<file path="src/rtl/trap_sequencer_if.sv">
// trap_sequencer_if: bundle of every non-clock/reset signal of trap_sequencer.
//   master : requesting environment (harts, csr_file read-back, fetch stage)
//   slave  : the sequencer itself
// Groups: per-hart request port (req_*), hart stall (hart_busy), csr_file trap
// port (trap_*), csr_file read-back select (csr_sel_*, mtvec_i, mepc_i) and the
// fetch redirect handshake (redirect_*).
interface trap_sequencer_if #(
  parameter int HART_NUM  = 4,
  parameter int HART_ID_W = 2,
  parameter int XLEN      = 32
);
  logic [HART_NUM-1:0]      req_valid;
  logic [HART_NUM-1:0]      req_ready;
  logic [2*HART_NUM-1:0]    req_kind;
  logic [XLEN*HART_NUM-1:0] req_pc;
  logic [XLEN*HART_NUM-1:0] req_cause;
  logic [HART_NUM-1:0]      hart_busy;
  logic                     trap_set;
  logic                     trap_mret;
  logic [HART_ID_W-1:0]     trap_hart_id;
  logic [XLEN-1:0]          trap_mepc;
  logic [XLEN-1:0]          trap_mcause;
  logic                     csr_sel_valid;
  logic [HART_ID_W-1:0]     csr_sel_hart;
  logic [XLEN-1:0]          mtvec_i;
  logic [XLEN-1:0]          mepc_i;
  logic                     redirect_valid;
  logic                     redirect_ready;
  logic [HART_ID_W-1:0]     redirect_hart;
  logic [XLEN-1:0]          redirect_pc;

  modport master (
    output req_valid, req_kind, req_pc, req_cause, mtvec_i, mepc_i, redirect_ready,
    input  req_ready, hart_busy, trap_set, trap_mret, trap_hart_id, trap_mepc,
           trap_mcause, csr_sel_valid, csr_sel_hart, redirect_valid, redirect_hart,
           redirect_pc
  );

  modport slave (
    input  req_valid, req_kind, req_pc, req_cause, mtvec_i, mepc_i, redirect_ready,
    output req_ready, hart_busy, trap_set, trap_mret, trap_hart_id, trap_mepc,
           trap_mcause, csr_sel_valid, csr_sel_hart, redirect_valid, redirect_hart,
           redirect_pc
  );
endinterface

</file>
<file path="src/rtl/trap_sequencer.sv">
// trap_sequencer: per-hart trap/MRET request collector and round-robin
// scheduler in front of csr_file's single trap port. One request is buffered
// per hart; one hart at a time is granted, pulses trap_set/trap_mret, has its
// mtvec/mepc read back and receives a redirect PC for fetch.
// Ports:
//   clk  : clock, all state on rising edge
//   rst  : asynchronous reset, active-high
//   bus  : trap_sequencer_if.slave (request, trap, CSR read-back, redirect)

// Per-hart request buffer. Holds one request until its redirect handshake.
module trap_slot #(
  parameter int XLEN = 32
) (
  input  logic            clk,
  input  logic            rst,
  input  logic            valid,
  input  logic [1:0]      kind,
  input  logic [XLEN-1:0] pc,
  input  logic [XLEN-1:0] cause,
  input  logic            clr,
  output logic            pend,
  output logic [1:0]      kind_q,
  output logic [XLEN-1:0] pc_q,
  output logic [XLEN-1:0] cause_q
);
  // clr only fires for a pending slot and accept needs ~pend: never both.
  always_ff @(posedge clk or posedge rst) begin
    if (rst) begin
      pend    <= 1'b0;
      kind_q  <= '0;
      pc_q    <= '0;
      cause_q <= '0;
    end else if (clr) begin
      pend <= 1'b0;
    end else if (valid && !pend && kind != 2'b11) begin
      pend    <= 1'b1;
      kind_q  <= kind;
      pc_q    <= pc;
      cause_q <= cause;
    end
  end
endmodule

module trap_sequencer #(
  parameter int HART_NUM  = 4,
  parameter int HART_ID_W = 2,
  parameter int XLEN      = 32
) (
  input  logic            clk,
  input  logic            rst,
  trap_sequencer_if.slave bus
);
  localparam logic [1:0] K_EXC  = 2'b00;
  localparam logic [1:0] K_INT  = 2'b01;
  localparam logic [1:0] K_MRET = 2'b10;

  typedef enum logic [1:0] {IDLE, ISSUE, LOOKUP, RESP} state_t;

  state_t                          state;
  logic [HART_NUM-1:0]             pend;
  logic [HART_NUM-1:0]             clr;
  logic [HART_NUM-1:0][1:0]        kind_q;
  logic [HART_NUM-1:0][XLEN-1:0]   pc_q;
  logic [HART_NUM-1:0][XLEN-1:0]   cause_q;
  logic [HART_ID_W-1:0]            rr_ptr;
  logic [HART_ID_W-1:0]            grant;
  logic [HART_ID_W-1:0]            pick;
  logic [XLEN-1:0]                 base;
  logic [XLEN-1:0]                 nxt_pc;

  logic                 trap_set, trap_mret, csr_sel_valid, redirect_valid;
  logic [HART_ID_W-1:0] trap_hart_id, csr_sel_hart, redirect_hart;
  logic [XLEN-1:0]      trap_mepc, trap_mcause, redirect_pc;

  for (genvar h = 0; h < HART_NUM; h++) begin : g_slot
    trap_slot #(.XLEN(XLEN)) u_slot (
      .clk     (clk),
      .rst     (rst),
      .valid   (bus.req_valid[h]),
      .kind    (bus.req_kind[2*h +: 2]),
      .pc      (bus.req_pc[XLEN*h +: XLEN]),
      .cause   (bus.req_cause[XLEN*h +: XLEN]),
      .clr     (clr[h]),
      .pend    (pend[h]),
      .kind_q  (kind_q[h]),
      .pc_q    (pc_q[h]),
      .cause_q (cause_q[h])
    );
  end

  // Pending bit of the granted hart drops on its redirect handshake only.
  always_comb begin
    clr = '0;
    if (state == RESP && bus.redirect_ready) clr[grant] = 1'b1;
  end

  // Round-robin: first pending hart at or above rr_ptr, wrapping.
  always_comb begin
    logic [HART_ID_W-1:0] idx;
    logic                 found;
    pick  = '0;
    idx   = '0;
    found = 1'b0;
    for (int i = 0; i < HART_NUM; i++) begin
      idx = HART_ID_W'((int'(rr_ptr) + i) % HART_NUM);
      if (!found && pend[idx]) begin
        pick  = idx;
        found = 1'b1;
      end
    end
  end

  // Redirect target from the CSR values read back during LOOKUP. Vectored
  // mtvec (mode 01) sends machine external interrupts (cause 11) to base+4*11.
  always_comb begin
    base = {bus.mtvec_i[XLEN-1:2], 2'b00};
    case (kind_q[grant])
      K_MRET:  nxt_pc = bus.mepc_i;
      K_INT:   nxt_pc = (bus.mtvec_i[1:0] == 2'b01) ? base + XLEN'(44) : base;
      default: nxt_pc = base;
    endcase
  end

  always_ff @(posedge clk or posedge rst) begin
    if (rst) begin
      state          <= IDLE;
      rr_ptr         <= '0;
      grant          <= '0;
      trap_set       <= 1'b0;
      trap_mret      <= 1'b0;
      trap_hart_id   <= '0;
      trap_mepc      <= '0;
      trap_mcause    <= '0;
      csr_sel_valid  <= 1'b0;
      csr_sel_hart   <= '0;
      redirect_valid <= 1'b0;
      redirect_hart  <= '0;
      redirect_pc    <= '0;
    end else begin
      // Trap and select strobes are single-cycle; default them low.
      trap_set      <= 1'b0;
      trap_mret     <= 1'b0;
      trap_hart_id  <= '0;
      trap_mepc     <= '0;
      trap_mcause   <= '0;
      csr_sel_valid <= 1'b0;
      csr_sel_hart  <= '0;
      case (state)
        IDLE: if (|pend) begin
          grant        <= pick;
          trap_hart_id <= pick;
          state        <= ISSUE;
          case (kind_q[pick])
            K_EXC: begin
              trap_set    <= 1'b1;
              trap_mepc   <= pc_q[pick];
              trap_mcause <= cause_q[pick] & {1'b0, {(XLEN-1){1'b1}}};
            end
            K_INT: begin
              trap_set    <= 1'b1;
              trap_mepc   <= pc_q[pick];
              trap_mcause <= {1'b1, (XLEN-1)'(11)};
            end
            default: trap_mret <= 1'b1;
          endcase
        end
        ISSUE: begin
          csr_sel_valid <= 1'b1;
          csr_sel_hart  <= grant;
          state         <= LOOKUP;
        end
        LOOKUP: begin
          redirect_pc    <= nxt_pc;
          redirect_valid <= 1'b1;
          redirect_hart  <= grant;
          state          <= RESP;
        end
        RESP: if (bus.redirect_ready) begin
          redirect_valid <= 1'b0;
          redirect_hart  <= '0;
          rr_ptr         <= (grant == HART_ID_W'(HART_NUM-1)) ? '0 : grant + HART_ID_W'(1);
          state          <= IDLE;
        end
        default: state <= IDLE;
      endcase
    end
  end

  assign bus.req_ready      = ~pend;
  assign bus.hart_busy      = pend;
  assign bus.trap_set       = trap_set;
  assign bus.trap_mret      = trap_mret;
  assign bus.trap_hart_id   = trap_hart_id;
  assign bus.trap_mepc      = trap_mepc;
  assign bus.trap_mcause    = trap_mcause;
  assign bus.csr_sel_valid  = csr_sel_valid;
  assign bus.csr_sel_hart   = csr_sel_hart;
  assign bus.redirect_valid = redirect_valid;
  assign bus.redirect_hart  = redirect_hart;
  assign bus.redirect_pc    = redirect_pc;
endmodule
</file>
<file path="src/flat_wrapper.sv">
// flat-port wrapper written by rule: the top's interface ports become plain ports
module trap_sequencer_flat 
#(
  parameter int HART_NUM  = 4,
  parameter int HART_ID_W = 2,
  parameter int XLEN      = 32
)
  (clk, rst, bus_req_valid, bus_req_kind, bus_req_pc, bus_req_cause, bus_mtvec_i, bus_mepc_i, bus_redirect_ready, bus_req_ready, bus_hart_busy, bus_trap_set, bus_trap_mret, bus_trap_hart_id, bus_trap_mepc, bus_trap_mcause, bus_csr_sel_valid, bus_csr_sel_hart, bus_redirect_valid, bus_redirect_hart, bus_redirect_pc);
  trap_sequencer_if #(.HART_NUM(HART_NUM), .HART_ID_W(HART_ID_W), .XLEN(XLEN)) bus_i ();
  input  logic clk;
  input  logic rst;
  input wire logic [$bits(bus_i.req_valid)-1:0] bus_req_valid;
  input wire logic [$bits(bus_i.req_kind)-1:0] bus_req_kind;
  input wire logic [$bits(bus_i.req_pc)-1:0] bus_req_pc;
  input wire logic [$bits(bus_i.req_cause)-1:0] bus_req_cause;
  input wire logic [$bits(bus_i.mtvec_i)-1:0] bus_mtvec_i;
  input wire logic [$bits(bus_i.mepc_i)-1:0] bus_mepc_i;
  input wire logic [$bits(bus_i.redirect_ready)-1:0] bus_redirect_ready;
  output wire logic [$bits(bus_i.req_ready)-1:0] bus_req_ready;
  output wire logic [$bits(bus_i.hart_busy)-1:0] bus_hart_busy;
  output wire logic [$bits(bus_i.trap_set)-1:0] bus_trap_set;
  output wire logic [$bits(bus_i.trap_mret)-1:0] bus_trap_mret;
  output wire logic [$bits(bus_i.trap_hart_id)-1:0] bus_trap_hart_id;
  output wire logic [$bits(bus_i.trap_mepc)-1:0] bus_trap_mepc;
  output wire logic [$bits(bus_i.trap_mcause)-1:0] bus_trap_mcause;
  output wire logic [$bits(bus_i.csr_sel_valid)-1:0] bus_csr_sel_valid;
  output wire logic [$bits(bus_i.csr_sel_hart)-1:0] bus_csr_sel_hart;
  output wire logic [$bits(bus_i.redirect_valid)-1:0] bus_redirect_valid;
  output wire logic [$bits(bus_i.redirect_hart)-1:0] bus_redirect_hart;
  output wire logic [$bits(bus_i.redirect_pc)-1:0] bus_redirect_pc;
  assign bus_i.req_valid = bus_req_valid;
  assign bus_i.req_kind = bus_req_kind;
  assign bus_i.req_pc = bus_req_pc;
  assign bus_i.req_cause = bus_req_cause;
  assign bus_i.mtvec_i = bus_mtvec_i;
  assign bus_i.mepc_i = bus_mepc_i;
  assign bus_i.redirect_ready = bus_redirect_ready;
  assign bus_req_ready = bus_i.req_ready;
  assign bus_hart_busy = bus_i.hart_busy;
  assign bus_trap_set = bus_i.trap_set;
  assign bus_trap_mret = bus_i.trap_mret;
  assign bus_trap_hart_id = bus_i.trap_hart_id;
  assign bus_trap_mepc = bus_i.trap_mepc;
  assign bus_trap_mcause = bus_i.trap_mcause;
  assign bus_csr_sel_valid = bus_i.csr_sel_valid;
  assign bus_csr_sel_hart = bus_i.csr_sel_hart;
  assign bus_redirect_valid = bus_i.redirect_valid;
  assign bus_redirect_hart = bus_i.redirect_hart;
  assign bus_redirect_pc = bus_i.redirect_pc;
  trap_sequencer #(.HART_NUM(HART_NUM), .HART_ID_W(HART_ID_W), .XLEN(XLEN)) u_core (.clk(clk), .rst(rst), .bus(bus_i));
endmodule
</file>
<file path="config.mk">
export PLATFORM = sky130hd
export DESIGN_NAME = trap_sequencer_flat
export DESIGN_NICKNAME = d
export VERILOG_FILES = /design/src/rtl/trap_sequencer_if.sv /design/src/rtl/trap_sequencer.sv /design/src/flat_wrapper.sv
export SDC_FILE = /design/constraint.sdc
export NUM_CORES = 1
export LEC_CHECK = 0
export ABC_AREA = 0
export CAP_MARGIN = 0
export CORE_MARGIN = 4
export CORE_UTILIZATION = 53
export DETAILED_ROUTE_END_ITERATION = 16
export GPL_TIMING_DRIVEN = 0
export PLACE_DENSITY = 0.91
export SLEW_MARGIN = 5
export SYNTH_ARGS = -nofsm -noshare
export SYNTH_HDL_FRONTEND = slang
export SYNTH_SLANG_ARGS = --single-unit
</file>
<file path="constraint.sdc">
create_clock -name clk -period 34.2 [get_ports clk]
set_input_delay 6.84 -clock clk [delete_from_list [all_inputs] [get_ports clk]]
set_output_delay 6.84 -clock clk [all_outputs]
set_load 0.005 [all_outputs]
</file>
## After elaboration in Yosys (flattened, before gate mapping)

Cells that the tools add are included.

- Bits in registers: 380
- Input bits: 335
- Output and inout bits: 114
- Word-level logic and storage cells: 156

- Add/subtract/negate cells: 5
- Magnitude comparators: 7
- Eq/ne operators: 14
- Muxes and demuxes: 59
- Bitwise logic cells: 5
- Reduce and logical (&&, ||, !) cells: 37

Operator list:

| operator | count |
|---|---|
| two-way mux 32 bit | 7 |
| binary-select mux 32 bit (select 2 bit) | 2 |
| case mux 32 bit (2 select lines) | 2 |
| adder 32 x 6 -> 32 bit (second input constant) | 1 |
| two-way mux 31 bit | 1 |
| two-way mux 1 bit | 24 |
| two-way mux 2 bit | 12 |
| < comparator 2 x 3 -> 1 bit (second input constant) | 6 |
| AND reduction 2 bit | 8 |
| logical AND 1 bit | 13 |
| != test 2 bit (second input constant) | 5 |
| nonzero test 2 bit | 5 |
| binary-select mux 1 bit (select 2 bit) | 4 |
| binary-select mux 2 bit (select 2 bit) | 2 |
| == test 2 x 1 -> 1 bit (second input constant) | 4 |
| == test 2 bit (second input constant) | 4 |
| case mux 2 bit (4 select lines) | 1 |
| logical NOT 1 bit | 7 |
| adder 2 x 1 -> 2 bit (second input constant) | 2 |
| adder 2 bit (second input constant) | 2 |
| logical NOT 2 bit | 2 |
| two-way mux 4 bit | 1 |
| inverter 1 bit | 4 |
| inverter 4 bit | 1 |
| 7 further kinds | 7 |

## Longest topological paths before layout

- Depth in word-level cells: 19
- Depth in mapped cells: 9
- Gate-level depth less buffers: 8

## Modules after synthesis

Synthesis repeated with hierarchy kept, for this count alone.

- Cells, all modules: 1,383
- Area total of the unflattened synthesis: 17,964.7 um2

Modules (own cells, without submodules):

| module | times used | cells each | area each (um2) | sequential area each (um2) |
|---|---|---|---|---|
| trap_slot | 4 | 146 | 2,666.3 | 1,676.6 |
| trap_sequencer | 1 | 799 | 7,299.5 | 2,802.7 |

## Worst setup path before layout

Ideal clock, no wire load.

- Kind: input-to-reg
- Start point: input bus_mtvec_i[2]
- End point: register u_core.redirect_pc[30] (netlist: u_core.bus.redirect_pc[30])
- Setup time: 0.125 ns
- Arrival: 8.340 ns
- Data required time: 34.075 ns
- Slack: 25.735 ns
- Stages: 8
- Buffers on the path: 0
- Cell sequence: inv_1 ha_1 nor2b_1 o2111ai_1 nor4_1 and3_1 mux2i_1 o21ai_1

- Word-level cells in the longest chain between the ends: 3

RTL lines:

| item | RTL line | RTL |
|---|---|---|
| start, declared | flat_wrapper.sv:16 | `input wire logic [$bits(bus_i.mtvec_i)-1:0] bus_mtvec_i;` |
| adder 32 x 6 -> 32 bit | trap_sequencer.sv:119 | `K_INT: nxt_pc = (bus.mtvec_i[1:0] == 2'b01) ? base + XLEN'(44) : base;` |
| two-way mux 32 bit | trap_sequencer.sv:119 |  |
| case mux 32 bit (2 select lines) | trap_sequencer.sv:117 | `case (kind_q[grant])` |
| end signal, assigned | trap_sequencer.sv:173 | `redirect_pc <= nxt_pc;` |
| end, declared | trap_sequencer.sv:73 | `logic [XLEN-1:0] trap_mepc, trap_mcause, redirect_pc;` |

Every way passes these cells.
A chain may end at the register's enable or synchronous reset.

## Final worst setup path

- Start point: input bus_redirect_ready
- End point: register u_core.g_slot[0].u_slot.cause_q[6]

- Word-level cells in the longest chain between the ends: 4

RTL lines:

| item | RTL line | RTL |
|---|---|---|
| start, declared | flat_wrapper.sv:18 | `input wire logic [$bits(bus_i.redirect_ready)-1:0] bus_redirect_ready;` |
| logical AND 1 bit | trap_sequencer.sv:94 | `if (state == RESP && bus.redirect_ready) clr[grant] = 1'b1;` |
| two-way mux 4 bit | trap_sequencer.sv:94 |  |
| inverter 1 bit (no line) | -- |  |
| AND reduction 2 bit (no line) | -- |  |
| end signal, assigned | trap_sequencer.sv:39 | `cause_q <= cause;` |
| end, declared | trap_sequencer.sv:24 | `output logic [XLEN-1:0] cause_q` |

Every way passes these cells.

==> summary.md <==
| Metric | Value |
|---|---|
| Status | `complete, no violations` |
| CP required | `34,590 ps` |
| Post-CTS resize count | `0` |
| Total track usage | `32.70%` |
| Cell Area, Synth | `16,960 um2` |
| Mux contribution to synthesized area | `18.74%` |
| CTS Hold Bufs | `0` |
| Total Power | `2.230 mW` |
| Setup_tns | `0 ps` |
| # rows | `65` |
| Post-synth top flop | `dfrtp_1` |
| Cell mode on critical path | `clkbuf_1` |
| Final Setup Violations | `0` |
| Core box area | `31,560 um2` |
| Max Freq | `0.1077 GHz` |
| Simple-gate area share of the yosys netlist | `15.50%` |
| Die H | `186.9 um` |
| Worst vdd ir | `0.00006073 V` |
| Die ar. | `34,920 um2` |
| Die W | `186.9 um` |
| Mapped Nets | `1,869` |
| Commonest non-fill, non-tap cell in the layout | `clkdlybuf4s50_1` |
| Crit path DAT | `9670 ps` |
| Gr ovfl total | `0` |
| Inserted Clock Buffers | `40` |
| CP max-delay cell | `clkbuf_1` |
| GPL Wtd Cong | `0.9239` |
| Total wire length | `58.42 mm` |
| Setup bufs post-CTS | `0` |
| Initial antenna violation count | `12` |
| First-pass GRT wire length | `89.45 mm` |
| Yosys cell types | `63` |
| Hold_ws | `485.3 ps` |
| Static Leak | `10.36 nW` |
| Sequential share of the synthesized area | `55.49%` |
| Layout area overhead | `37.24%` |
| P per Cell Area | `95.86 nW/um2` |
| Share of layout cells above drive strength 1 | `18.26%` |
| Vias per Instance | `5.817` |
| Post-route DRC | `0` |
| Post-synth ARST share | `100.0%` |
| Design area | `23,270 um2` |
| Vias in the first global route | `15,320` |
| Clock skew | `16.07 ps` |
| Largest net degree at the start of global routing | `121` |
| CTS max path bufs | `3` |
| Synth Area in Compound Gates | `6.088%` |
| Fin crit share | `27.14%` |
| Area after DPL | `21,990 um2` |
| Tightest Hold Check Type | `flop to flop` |
| Avg WL per Cell | `23.87 um` |
| Xor/xnor share of the synthesized area | `0.05166%` |
| Via count | `14,240` |
| Slew headroom | `35.51%` |
| Critical path endpoint category | `flop` |
| DRT Pass-1 Iters | `5` |
| Flops & latches, synth | `376` |
| Mapped Cells | `1,523` |
| Avg Inst Size Synth | `11.13 um2` |
| Synth Area in Adders | `0.8117%` |
| Skew-Pair Late Insertion Delay | `520 ps` |
| WS Path Type | `input pin to flop` |
| Port bufs | `444` |
| NumNets Final | `2,358` |
| Final Max Slew Viols | `0` |
| Crit Path Max Fanout | `10` |
| Clock transition at path regs | `60 ps` |
| Routed Antenna Nets | `0` |
| Clk sinks | `376` |
| Largest stage delay, worst path | `680 ps` |
| H-tree Lvls | `2` |
| Post-synth EDFFs | `0` |
| Most frequent cells in the layout | `clkdlybuf4s50_1, dfrtp_1, nand2_1` |
| Syn. warnings | `0` |
| Initial core utilization | `53.73%` |
| Final Critical Period | `9283 ps` |
| DRT iter0 DRCs | `1,046` |
| Ports | `449` |
| CTS tree | `yes` |
| Pin slew with the least headroom to its limit | `961.5 ps` |
| Largest family of logic cells by synthesized area | `multiplexers` |
| RSZ-0062 raised after global routing | `no` |
| Nature of the critical path startpoint | `input pin` |
| Clock Tree Root | `clkbuf_16` |
| HPWL Detailed | `43.00 mm` |
| Final Hold Viols | `0` |
| Max-cap violation count | `0` |
| Critical-path cell list | `clkdlybuf4s50_1 > clkbuf_1 > a311oi_1 > clkbuf_1 > buf_2 > mux2_2` |
[through the flow]
step           instances  worst slack (ps)  utilization (%)
2_1_floorplan       1523             16920                -
3_3_place_gp        2369             12900            69.41
3_5_place_dp        2372             24390            69.69
4_1_cts             2439             24920            73.67
5_1_grt             2445             24750            73.72
6_report            2448             24920            73.74
[report_power, final]
group | leakage (nW) | switching, mW | internal [mW]
registers | 4.72 | 0.123 | 0.653
clock network | 0.605 | 0.173 | 0.251
logic | 5.04 | 0.566 | 0.465
[cells by family (layout without fill, tap and decap cells)]
| kind of cell | Yosys count | count (layout) |
|---|---|---|
| muxes | 282 | 282 |
| xor gates and xnor gates | 1 | 1 |
| buffers and inverters | 129 | 643 |
| other | 0 | 9 |
| AOI/OAI and AO/OA | 149 | 149 |
| adders and majority gates | 11 | 11 |
| DFF | 376 | 376 |
| and+or+nand+nor | 575 | 575 |
[registers in the layout (all words and copies together), names as in the netlist]
signal / cells
u_core.bus.trap_hart_id: 2
u_core.bus.redirect_pc: 32
u_core.bus.trap_mret: 1
u_core.g_slot.u_slot.pc_q: 128
u_core.g_slot.u_slot.kind_q: 8
u_core.bus.trap_mepc: 32
u_core.state: 2
u_core.g_slot.u_slot.cause_q: 124
u_core.bus.trap_set: 1
u_core.bus.csr_sel_valid: 1
u_core.bus.trap_mcause: 32
u_core.bus.redirect_valid: 1
u_core.bus.csr_sel_hart: 2
u_core.rr_ptr: 2
u_core.grant: 2
u_core.g_slot.u_slot.pend: 4
u_core.bus.redirect_hart: 2
[path summary, 6_finish.rpt]
kind                                                start                                  to  slack, ps  cells after the start
worst max-delay path                   bus_redirect_ready  u_core.g_slot[0].u_slot.cause_q[6]      24920                      6
worst min-delay path            u_core.bus.redirect_pc[9]           u_core.bus.redirect_pc[9]        490                      1
worst max register to register            u_core.grant[1]  u_core.g_slot[1].u_slot.cause_q[2]      31000                      6
worst min register to register  u_core.bus.redirect_pc[9]           u_core.bus.redirect_pc[9]        490                      1
max in group asynchronous                             rst            u_core.bus.trap_mepc[31]      25980                      4
min in group asynchronous                             rst          u_core.bus.redirect_pc[24]       6820                      2
[critical path, delay by kind of cell]
kind	cells	cell delay, ps
compound gates	1	650
buf+inv	4	1800
mux	1	380
[synth_stat cells, drive strengths merged (2+ instances only)]
library cell | number | share of area, %
a2bb2oi | 2 | 0.10
o221ai | 2 | 0.10
nand2b | 5 | 0.18
a2111o | 2 | 0.13
a22oi | 20 | 0.97
a21o | 5 | 0.22
a21boi | 4 | 0.18
nand3 | 134 | 4.0
nand2 | 289 | 6.4
or3 | 5 | 0.18
mux2 | 263 | 17
o31a | 4 | 0.21
and2 | 4 | 0.16
inv | 26 | 0.58
mux2i | 17 | 1.0
ha | 11 | 0.81
nand3b | 4 | 0.18
o22ai | 4 | 0.15
clkbuf | 60 | 1.3
nor2b | 5 | 0.18
o211ai | 8 | 0.41
nor2 | 37 | 0.82
o21a | 9 | 0.40
and3 | 67 | 2.5
a311oi | 4 | 0.21
nor4 | 3 | 0.11
a32oi | 8 | 0.41
o21ai | 45 | 1.4
mux4 | 2 | 0.27
a21oi | 19 | 0.58
nor3 | 10 | 0.32
o2111ai | 4 | 0.21
dfrtp | 376 | 55
nand4 | 7 | 0.26
buf | 43 | 1.4
[routing by layer]
layer  share of wire, %  vias to the layer above  global-route usage (%)
li1                   -                     6283                       -
met1                 36                     7042                   37.81
met2                 49                      738                   56.02
met3                 10                      170                   10.43
met4                5.1                        6                   14.59
met5              0.075                        -                       0
[final cells by class]
cell class | instances | area (um2)
fill | 2077 | 8287
clock inverter | 8 | 120.1
buffer | 103 | 465.4
antenna | 9 | 22.52
multi-input combinational | 1018 | 6983
sequential | 376 | 9409
timing repair buffer | 447 | 4527
clock buffer | 59 | 1134
inverter | 26 | 105.1
tap | 402 | 503.0
No activity file was read; power rests on OpenSTA's default activity.
